$ cat src/rtl/jt7759_dfetch_if.sv
// ROM fetch bus between the jt7759 data fetcher (master) and the sample ROM (slave).
interface jt7759_dfetch_if #(
   parameter int DW = 8,
   parameter int AW = 17
);
   logic          rom_cs;
   logic [AW-1:0] rom_addr;
   logic [DW-1:0] rom_data;
   logic          rom_ok;

   modport master (output rom_cs, rom_addr, input rom_data, rom_ok);
   modport slave  (input rom_cs, rom_addr, output rom_data, rom_ok);
endinterface

$ cat src/rtl/jt7759_dfetch.sv
// jt7759 sample data fetcher: small FIFO refilled from ROM (master mode) or
// host writes (slave mode), drained one byte per consumer read request.
module jt7759_dfetch #(
   parameter int DW         = 8,
   parameter int AW         = 17,
   parameter int DEPTH_LOG2 = 2,
   parameter int LOWAT      = 1,
   parameter int GAPW       = 5
) (
   input  logic                  rst,
   input  logic                  clk,
   input  logic                  cen_ctl,
   input  logic                  mdn,
   input  logic                  ctrl_flush,
   input  logic                  ctrl_cs,
   input  logic                  ctrl_busyn,
   input  logic [AW-1:0]         ctrl_addr,
   output logic [DW-1:0]         ctrl_din,
   output logic                  ctrl_ok,
   output logic [DEPTH_LOG2:0]   level,
   output logic                  ovf,
   jt7759_dfetch_if.master       rom,
   input  logic                  cs,
   input  logic                  wrn,
   input  logic [DW-1:0]         din,
   output logic                  drqn
);
   localparam int DEPTH = 2**DEPTH_LOG2;
   localparam logic [DEPTH_LOG2:0]   FULL  = (DEPTH_LOG2+1)'(DEPTH);
   localparam logic [DEPTH_LOG2:0]   LOW   = (DEPTH_LOG2+1)'(LOWAT);
   localparam logic [DEPTH_LOG2:0]   LVL1  = (DEPTH_LOG2+1)'(1);
   localparam logic [DEPTH_LOG2-1:0] PTR1  = DEPTH_LOG2'(1);

   typedef enum logic {ST_IDLE, ST_REQ} state_t;

   state_t                state, state_nx;
   logic [DW-1:0]         mem [DEPTH];
   logic [DEPTH_LOG2-1:0] wr_ptr, rd_ptr;
   logic [AW-1:0]         addr;
   logic [GAPW-1:0]       gap;
   logic                  fill_q, fill_now;
   logic                  drqn_l, rd_pend, cs_l;
   logic                  full, halt, accept, wr_en, rd_en, drop;
   logic [DW-1:0]         wr_byte;

   assign rom.rom_cs   = mdn & ~drqn;
   assign rom.rom_addr = addr;

   // Datapath decode: fill hysteresis, accept/drop/read qualification
   always_comb begin
      full     = (level == FULL);
      halt     = ctrl_flush | ctrl_busyn;
      drqn     = (state == ST_IDLE);
      fill_now = fill_q;
      if (level <= LOW)
         fill_now = 1'b1;
      else if (full)
         fill_now = 1'b0;
      accept = 1'b0;
      // master accept needs drqn low for two cycles, hence drqn_l
      if (!halt && state == ST_REQ)
         accept = mdn ? (rom.rom_ok & ~drqn_l) : (cs & ~wrn);
      wr_en   = accept & ~full;
      wr_byte = mdn ? rom.rom_data : din;
      drop    = ~mdn & cs & ~wrn & full;
      rd_en   = rd_pend & ctrl_cs & (level != '0) & ~halt;
   end

   // Request FSM next state: idle (drqn high) or transfer pending (drqn low)
   always_comb begin
      state_nx = state;
      if (halt)
         state_nx = ST_IDLE;
      else begin
         case (state)
            ST_IDLE: if (fill_now && gap == '0) state_nx = ST_REQ;
            ST_REQ:  if (accept || full)        state_nx = ST_IDLE;
            default: state_nx = ST_IDLE;
         endcase
      end
   end

   // Request FSM state register and previous-cycle drqn
   always_ff @(posedge clk or posedge rst) begin
      if (rst) begin
         state  <= ST_IDLE;
         drqn_l <= 1'b1;
      end else begin
         state  <= state_nx;
         drqn_l <= drqn;
      end
   end

   // FIFO pointers, occupancy, overflow flag and ROM address
   always_ff @(posedge clk or posedge rst) begin
      if (rst) begin
         wr_ptr <= '0;
         rd_ptr <= '0;
         level  <= '0;
         fill_q <= 1'b1;
         ovf    <= 1'b0;
         addr   <= '0;
      end else begin
         fill_q <= fill_now;
         if (ctrl_flush) begin
            wr_ptr <= '0;
            rd_ptr <= '0;
            level  <= '0;
            ovf    <= 1'b0;
            addr   <= ctrl_addr;
         end else if (ctrl_busyn) begin
            wr_ptr <= '0;
            rd_ptr <= '0;
            level  <= '0;
            if (drop) ovf <= 1'b1;
         end else begin
            if (drop) ovf <= 1'b1;
            if (wr_en) wr_ptr <= wr_ptr + PTR1;
            if (wr_en && mdn) addr <= addr + AW'(1);
            if (rd_en) rd_ptr <= rd_ptr + PTR1;
            case ({wr_en, rd_en})
               2'b10:   level <= level + LVL1;
               2'b01:   level <= level - LVL1;
               default: level <= level;
            endcase
         end
      end
   end

   // FIFO storage write
   always_ff @(posedge clk) begin
      if (wr_en) mem[wr_ptr] <= wr_byte;
   end

   // Minimum spacing between requests: reload on accept, count down on cen_ctl
   always_ff @(posedge clk or posedge rst) begin
      if (rst)
         gap <= '0;
      else if (accept)
         gap <= '1;
      else if (cen_ctl && gap != '0)
         gap <= gap - GAPW'(1);
   end

   // Consumer side: read request on ctrl_cs rising edge, served when data is present
   always_ff @(posedge clk or posedge rst) begin
      if (rst) begin
         ctrl_din <= '0;
         ctrl_ok  <= 1'b0;
         rd_pend  <= 1'b0;
         cs_l     <= 1'b0;
      end else begin
         cs_l <= ctrl_cs;
         if (!ctrl_cs) begin
            ctrl_ok <= 1'b0;
            rd_pend <= 1'b0;
         end else if (!cs_l) begin
            ctrl_ok <= 1'b0;
            rd_pend <= 1'b1;
         end else if (rd_en) begin
            ctrl_din <= mem[rd_ptr];
            ctrl_ok  <= 1'b1;
            rd_pend  <= 1'b0;
         end
      end
   end
endmodule

$ cat src/flat_wrapper.sv
// flat-port wrapper written by rule: the top's interface ports become plain ports
module jt7759_dfetch_flat 
#(
   parameter int DW         = 8,
   parameter int AW         = 17,
   parameter int DEPTH_LOG2 = 2,
   parameter int LOWAT      = 1,
   parameter int GAPW       = 5
)
  (rst, clk, cen_ctl, mdn, ctrl_flush, ctrl_cs, ctrl_busyn, ctrl_addr, ctrl_din, ctrl_ok, level, ovf, cs, wrn, din, drqn, rom_rom_cs, rom_rom_addr, rom_rom_data, rom_rom_ok);
  jt7759_dfetch_if #(.DW(DW), .AW(AW)) rom_i ();
  input  logic rst;
  input  logic clk;
  input  logic cen_ctl;
  input  logic mdn;
  input  logic ctrl_flush;
  input  logic ctrl_cs;
  input  logic ctrl_busyn;
  input  logic [AW-1:0] ctrl_addr;
  output logic [DW-1:0] ctrl_din;
  output logic ctrl_ok;
  output logic [DEPTH_LOG2:0] level;
  output logic ovf;
  input  logic cs;
  input  logic wrn;
  input  logic [DW-1:0] din;
  output logic drqn;
  output wire logic [$bits(rom_i.rom_cs)-1:0] rom_rom_cs;
  output wire logic [$bits(rom_i.rom_addr)-1:0] rom_rom_addr;
  input wire logic [$bits(rom_i.rom_data)-1:0] rom_rom_data;
  input wire logic [$bits(rom_i.rom_ok)-1:0] rom_rom_ok;
  assign rom_rom_cs = rom_i.rom_cs;
  assign rom_rom_addr = rom_i.rom_addr;
  assign rom_i.rom_data = rom_rom_data;
  assign rom_i.rom_ok = rom_rom_ok;
  jt7759_dfetch #(.DW(DW), .AW(AW), .DEPTH_LOG2(DEPTH_LOG2), .LOWAT(LOWAT), .GAPW(GAPW)) u_core (.rst(rst), .clk(clk), .cen_ctl(cen_ctl), .mdn(mdn), .ctrl_flush(ctrl_flush), .ctrl_cs(ctrl_cs), .ctrl_busyn(ctrl_busyn), .ctrl_addr(ctrl_addr), .ctrl_din(ctrl_din), .ctrl_ok(ctrl_ok), .level(level), .ovf(ovf), .rom(rom_i), .cs(cs), .wrn(wrn), .din(din), .drqn(drqn));
endmodule
$ cat config.mk
export PLATFORM = sky130hd
export DESIGN_NAME = jt7759_dfetch_flat
export DESIGN_NICKNAME = d
export VERILOG_FILES = /design/src/rtl/jt7759_dfetch_if.sv /design/src/rtl/jt7759_dfetch.sv /design/src/flat_wrapper.sv
export SDC_FILE = /design/constraint.sdc
export NUM_CORES = 1
export LEC_CHECK = 0
export CAP_MARGIN = 10
export CORE_ASPECT_RATIO = 1.25
export CORE_MARGIN = 2
export CORE_UTILIZATION = 55
export CTS_BUF_LIST = sky130_fd_sc_hd__clkbuf_16
export CTS_CLUSTER_SIZE = 10
export DETAILED_ROUTE_END_ITERATION = 7
export GPL_TIMING_DRIVEN = 1
export MAX_ROUTING_LAYER = met4
export PLACE_DENSITY = 0.85
export REMOVE_ABC_BUFFERS = 1
export SLEW_MARGIN = 0
export SYNTH_ARGS = -nofsm -noshare
export SYNTH_HDL_FRONTEND = slang
export SYNTH_SLANG_ARGS = --single-unit
export TNS_END_PERCENT = 10
$ cat constraint.sdc
create_clock -name clk -period 5.8 [get_ports clk]
set_input_delay 1.45 -clock clk [delete_from_list [all_inputs] [get_ports clk]]
set_output_delay 1.45 -clock clk [all_outputs]
set_load 0.02 [all_outputs]
==> impl_metrics.env, run 1 <==
export IMPL_cts_root_buffer_cell="clkbuf_16"
export IMPL_post_place_ws_ns=1.46
export IMPL_ctsHoldBuffers=0
export IMPL_fin_cells=457
export IMPL_placed_area_um2=4470
export IMPL_min_to="u_core.rd_pend"
export IMPL_synth_seq_area_share_pct=56.6
export IMPL_cts_sinks=76
export IMPL_p_per_area_nw_per_um2=287
export IMPL_num_vias=2679
export IMPL_rrSetupSlack_ns=3.32
export IMPL_fin_crit_sh_pct=74.4
export IMPL_wl_per_cell_um=17.1
export IMPL_drv_cap=0
export IMPL_status="completed"
export IMPL_synth_cell_types=59
export IMPL_reg2regPathDepth=8
export IMPL_yosys_warnings=0
export IMPL_ioPinCount=75
export IMPL_post_cts_buffers=0
export IMPL_num_antenna_cells=0
export IMPL_rows=33
export IMPL_overflow=0
export IMPL_maxSlewViolCount=0
export IMPL_antenna_found_initial=0
export IMPL_rsz0062_at_grt="no"
export IMPL_grt_start_max_net_pins=45
export IMPL_synth_enable_flop_cells=32
export IMPL_min_path_cells=1
export IMPL_clk_latency_ns=0.34
export IMPL_hold_viol=0
export IMPL_crit_fanout=12
export IMPL_hp_class="flop to flop"
export IMPL_syn_instance_count=287
export IMPL_die_w_um=76.9
export IMPL_drive_gt1_share_pct=15.4
export IMPL_clkSlewWorstSetupHoldPaths_ns=0.06
export IMPL_rr_endpoint="u_core.level[2]"
export IMPL_grt_pass1_vias=2647
export IMPL_wl_um=7790
export IMPL_drt_iter0_drc=224
export IMPL_vias_per_cell=5.86
export IMPL_nets=419
export IMPL_drtPass1Iterations=5
export IMPL_ir_drop_mv=0.209
export IMPL_syn_area_per_cell_um2=12.7
export IMPL_crit_arrival_ns=2.86
export IMPL_dp_cells=441
export IMPL_area_growth_pct=30.6
export IMPL_setup_tns_ns=0
export IMPL_layout_commonest_cell="clkdlybuf4s50_1"
export IMPL_port_buffers=74
export IMPL_grt_pass1_wl_um=13000
export IMPL_cts_tree="built"
export IMPL_numCtsBuffers=9
export IMPL_total_power_mw=1.37
export IMPL_worstMarginPinSlew_ns=0.589
export IMPL_gp_congestion=0.844
export IMPL_cts_max_level=3
export IMPL_cp_data_required_time_ns=4.35
export IMPL_cts_buffer_depth=2
export IMPL_fp_dieH_um=95.1
export IMPL_async_flop_share_pct=57.9
export IMPL_worstHoldStart="u_core.cs_l"
export IMPL_cts_repair_resize_count=0
export IMPL_slew_headroom_pct=60.7
export IMPL_min_period_ns=4.31
export IMPL_holdWs_ns=0.504
export IMPL_crit_type="input port to output pin"
export IMPL_crit_path_start_kind="input port"
export IMPL_final_cell_mix="clkdlybuf4s50_1, dfrtp_1, edfxtp_1"
export IMPL_timing_final_ws_setup_ns=1.49
export IMPL_grt_usage_pct=24.0
export IMPL_post_route_util_pct=73.5
export IMPL_finalSetupViolCount=0
export IMPL_skew_ns=0.00947
export IMPL_max_clock_freq_mhz=232
export IMPL_r2r_start="u_core.level[0]"
export IMPL_synth_flop_cell="dfrtp_1"
export IMPL_final_area_um2=4770
export IMPL_hpwl_um=5350
export IMPL_critPathCaptureType="output pin"
export IMPL_drc_errors=0
export IMPL_ant_nets=0
export IMPL_start_util_pct=56.3
export IMPL_die_area_um2=7310
export IMPL_p_leak_nw=1.88
export IMPL_synth_seq_cells=76
export IMPL_core_area_um2=6480
export IMPL_synthesis_area_um2=3650
==> report_power, final <==
| part | internal (mW) | leakage, nW | switching (mW) |
|---|---|---|---|
| Sequential | 0.594 | 0.844 | 0.0294 |
| Combinational | 0.0931 | 0.902 | 0.0872 |
| Clock | 0.334 | 0.136 | 0.228 |
| Total | 1.02 | 1.88 | 0.344 |
==> registers in the layout, summed over array words and instances, names as in the netlist, 2 cells and up <==
| signal | count |
|---|---|
| u_core.wr_ptr | 2 |
| u_core.mem | 32 |
| u_core.level | 3 |
| u_core.ctrl_din | 8 |
| u_core.gap | 5 |
| u_core.rd_ptr | 2 |
| u_core.rom.rom_addr | 17 |
==> logic make-up (layout without fill, tap and decap cells) <==
logic type	count (synthesis)	after routing	synth area share [%]
DFF	76	76	56.6
adders and majority gates	11	11	3.77
and+or+nand+nor	88	88	12.9
AOI/OAI and AO/OA	51	51	11.0
xor gates and xnor gates	9	9	2.16
muxes	26	26	10.4
buffers and inverters	26	109	3.12
==> Yosys cell counts, drive strengths merged (2+ instances only) <==
library cell | instances | area, um2
dfrtp | 42 | 1050
edfxtp | 32 | 961
nand2 | 25 | 96.4
nor2 | 19 | 71.3
inv | 16 | 60.1
mux2 | 16 | 180
ha | 11 | 138
mux4 | 8 | 180
nand3 | 8 | 57.6
o21ai | 8 | 40.0
xor2 | 7 | 61.3
and2 | 6 | 38.8
and3 | 6 | 37.5
buf | 6 | 38.8
a31oi | 5 | 31.3
nand4 | 5 | 31.3
nor3 | 5 | 25.0
o311ai | 5 | 43.8
a211oi | 4 | 42.5
clkbuf | 4 | 15.0
a21o | 3 | 22.5
o31ai | 3 | 22.5
or3 | 3 | 23.8
a21boi | 2 | 15.0
a21oi | 2 | 10.0
a221o | 2 | 21.3
a311oi | 2 | 17.5
a31o | 2 | 17.5
dfstp | 2 | 52.6
mux2i | 2 | 20.0
nor3b | 2 | 15.0
o211a | 2 | 20.0
o211ai | 2 | 15.0
o41ai | 2 | 17.5
or2 | 2 | 12.5
or4 | 2 | 15.0
xnor2 | 2 | 17.5
==> critical path, cell delays in order <==
cell and delay [ns]:
clkdlybuf4s50_1 0.45, buf_4 0.20, and2_1 0.16, clkdlybuf4s50_1 0.60
==> area by class of cell <==
| type | count | area (um2) |
|---|---|---|
| clock buffers | 9 | 225 |
| clock inverters | 7 | 73.8 |
| fillers | 443 | 1720 |
| inverters | 16 | 60.1 |
| multi-input cells | 185 | 1470 |
| flip-flops and latches | 76 | 2060 |
| well taps | 87 | 109 |
| repair buffers | 77 | 763 |
==> worst max path at each step <==
stage               from          to  cells past startpoint
finish               mdn  rom_rom_cs                      4
global route         mdn  rom_rom_cs                      4
CTS                  mdn  rom_rom_cs                      4
detailed placement   mdn  rom_rom_cs                      4
global placement     mdn  rom_rom_cs                      4
floorplan            mdn  rom_rom_cs                      1
==> layer usage <==
layer | wire, um | vias up | share of wire [%] | global-route usage (%)
li1 | - | 1240 | - | -
met1 | 3180 | 1313 | 41 | 30.0
met2 | 4000 | 102 | 51 | 37.6
met3 | 397 | 24 | 5.1 | 5.21
met4 | 219 | 0 | 2.8 | 11.8
met5 | 0 | - | 0 | -
No activity file was read; power rests on OpenSTA's default activity.
==> run 2: changes to the inputs <==
- CORE_UTILIZATION: 55 -> 51
- PLACE_DENSITY: 0.85 -> 0.8
- clock period: 5.8 -> 4.21 ns (I/O delays scaled with it)
==> run 2 against run 1 <==
  * Setup slack worse by 0.67 ns
  * Register-to-register slack worse by 1.6 ns
  * Routed wire length increased by 4.4%
  * Total power increased by 31%
  * Final cell count grew 0.66%
  * Via count is 0.19% higher
  * Largest cell class unchanged
==> impl_metrics.env, run 2 (same netlist as run 1, synthesis figures left out) <==
export IMPL_status="completed"
export IMPL_finalSetupViolCount=0
export IMPL_p_clk_share_pct=38.0
export IMPL_cpLargestDelayFamily="buffers and inverters"
export IMPL_num_vias=2684
export IMPL_drt_iter0_drc=267
export IMPL_largest_reg_flops=32
export IMPL_gp_congestion=0.855
export IMPL_rows=34
export IMPL_ir_drop_mv=0.256
export IMPL_numCtsBuffers=9
export IMPL_cp_cell_sequence="clkdlybuf4s50_1, and2_1, clkdlybuf4s50_1"
export IMPL_internal_power_mw=1.34
export IMPL_drc_errors=0
export IMPL_hp_class="flop to flop"
export IMPL_maxSlewViolCount=0
export IMPL_layout_commonest_cell="clkdlybuf4s50_1"
export IMPL_cts_sinks=76
export IMPL_worstMarginPinSlew_ns=0.613
export IMPL_core_area_um2=6930
export IMPL_ant_nets=0
export IMPL_drv_cap=0
export IMPL_cp_data_required_time_ns=3.16
export IMPL_cts_tree="built"
export IMPL_rsz0062_at_grt="no"
export IMPL_setup_tns_ns=0
export IMPL_clkSlewWorstSetupHoldPaths_ns=0.05
export IMPL_use_met2_pct=36.9
export IMPL_grt_usage_pct=23.3
export IMPL_slowest_stage="clkdlybuf4s50_1"
export IMPL_met1_usage_pct=29.9
export IMPL_p_per_area_nw_per_um2=378
export IMPL_crit_arrival_ns=2.34
export IMPL_drtPass1Iterations=5
export IMPL_grt_use_met3_pct=4.40
export IMPL_slew_headroom_pct=59.2
export IMPL_cts_buffer_depth=2
export IMPL_fin_crit_sh_pct=80.7
export IMPL_fp_dieH_um=98.6
export IMPL_swShare_pct=25.3
export IMPL_grt_pass1_vias=2758
export IMPL_die_area_um2=7850
export IMPL_start_util_pct=52.6
export IMPL_crit_path_start_kind="input port"
export IMPL_post_cts_buffers=0
export IMPL_pwr_share_comb_pct=14.0
export IMPL_ioPinCount=75
export IMPL_crit_type="input port to output pin"
export IMPL_seqPwrFrac_pct=48.0
export IMPL_p_leak_nw=1.89
export IMPL_critical_path_max_stage_delay_ns=0.60
export IMPL_p_switching_mw=0.453
export IMPL_antenna_found_initial=0
export IMPL_max_clock_freq_mhz=294
export IMPL_drive_gt1_share_pct=14.9
export IMPL_ctsHoldBuffers=0
export IMPL_area_growth_pct=29.7
export IMPL_cp_common_cell="clkdlybuf4s50_1"
export IMPL_grt_start_max_net_pins=45
export IMPL_skew_ns=0.00744
export IMPL_overflow=0
export IMPL_crit_fanout=2
export IMPL_die_w_um=79.7
export IMPL_grt_pass1_wl_um=13700
export IMPL_total_power_mw=1.79
export IMPL_cts_max_level=3
export IMPL_min_period_ns=3.40
export IMPL_hpwl_um=5500
export IMPL_clk_latency_ns=0.33
export IMPL_hold_viol=0
export IMPL_wl_per_cell_um=17.7
export IMPL_critPathCaptureType="output pin"
export IMPL_cts_repair_resize_count=0
export IMPL_cts_root_buffer_cell="clkbuf_16"
export IMPL_largest_register="u_core.mem"
export IMPL_vias_per_cell=5.83
export IMPL_port_buffers=74
export IMPL_crit_buf_inv=2
export IMPL_num_antenna_cells=0
export IMPL_wl_um=8140
export IMPL_final_cell_mix="clkdlybuf4s50_1, dfrtp_1, edfxtp_1"
export IMPL_nets=419
export IMPL_top_usage_layer="met2"
## run 2: worst paths after layout
check / from / to / slack [ns] / cells after the start
worst min register to register: u_core.fill_q / u_core.fill_q / 0.48 / 2
worst max-delay path: mdn / rom_rom_cs / 0.81 / 3
min in group asynchronous: rst / u_core.ctrl_din[1] / 1.19 / 3
worst max register to register: u_core.level[0] / u_core.level[2] / 1.72 / 8
worst min-delay path: u_core.fill_q / u_core.fill_q / 0.48 / 2
max in group asynchronous: rst / u_core.drqn_l / 2.63 / 3
## run 2: final cells by class
class	instances	area, um2
Sequential cell	76	2060
Timing Repair Buffer	77	763
Fill cell	484	2200
Multi-Input combinational cell	185	1470
Inverter	16	60.1
Tap cell	90	113
Clock buffer	9	225
Clock inverter	7	37.5
## run 2: through the flow
step	utilization, %	std cells	hold slack, ns	setup WS, ns	area (um2)
3_3_place_gp	64.5	444	0.466	0.786	4470
6_report	68.3	460	0.481	0.813	4730
3_5_place_dp	64.5	444	0.476	0.776	4470
4_1_cts	68.3	460	0.484	0.794	4730
2_1_floorplan	-	277	0.452	1.64	3590
5_1_grt	68.3	460	0.518	0.796	4730
## run 2: power by group through the flow
| stage | Sequential (mW) | Clock [mW] | Combinational (mW) |
|---|---|---|---|
| 2_1_floorplan | 0.882 | 0 | 0.120 |
| 4_1_cts | 0.859 | 0.689 | 0.253 |
| 3_3_place_gp | 0.871 | 0 | 0.239 |
| 6_report | 0.860 | 0.681 | 0.250 |
| 3_5_place_dp | 0.873 | 0 | 0.250 |
| 5_1_grt | 0.866 | 0.723 | 0.274 |
## run 2: layer usage
layer | part of all wire (%) | wire length (um) | vias to the layer above
li1 | - | - | 1238
met1 | 42 | 3400 | 1331
met2 | 51 | 4150 | 101
met3 | 5.7 | 460 | 14
met4 | 1.6 | 133 | 0
met5 | 0 | 0 | -
## run 2: worst register-to-register path, stage by stage, from the launching register on
cell	delay, ns
dfrtp_1	0.44
inv_1	0.09
ha_1	0.30
a21boi_0	0.31
o211a_1	0.34
inv_1	0.07
ha_1	0.34
or3_1	0.38
a21oi_1	0.14
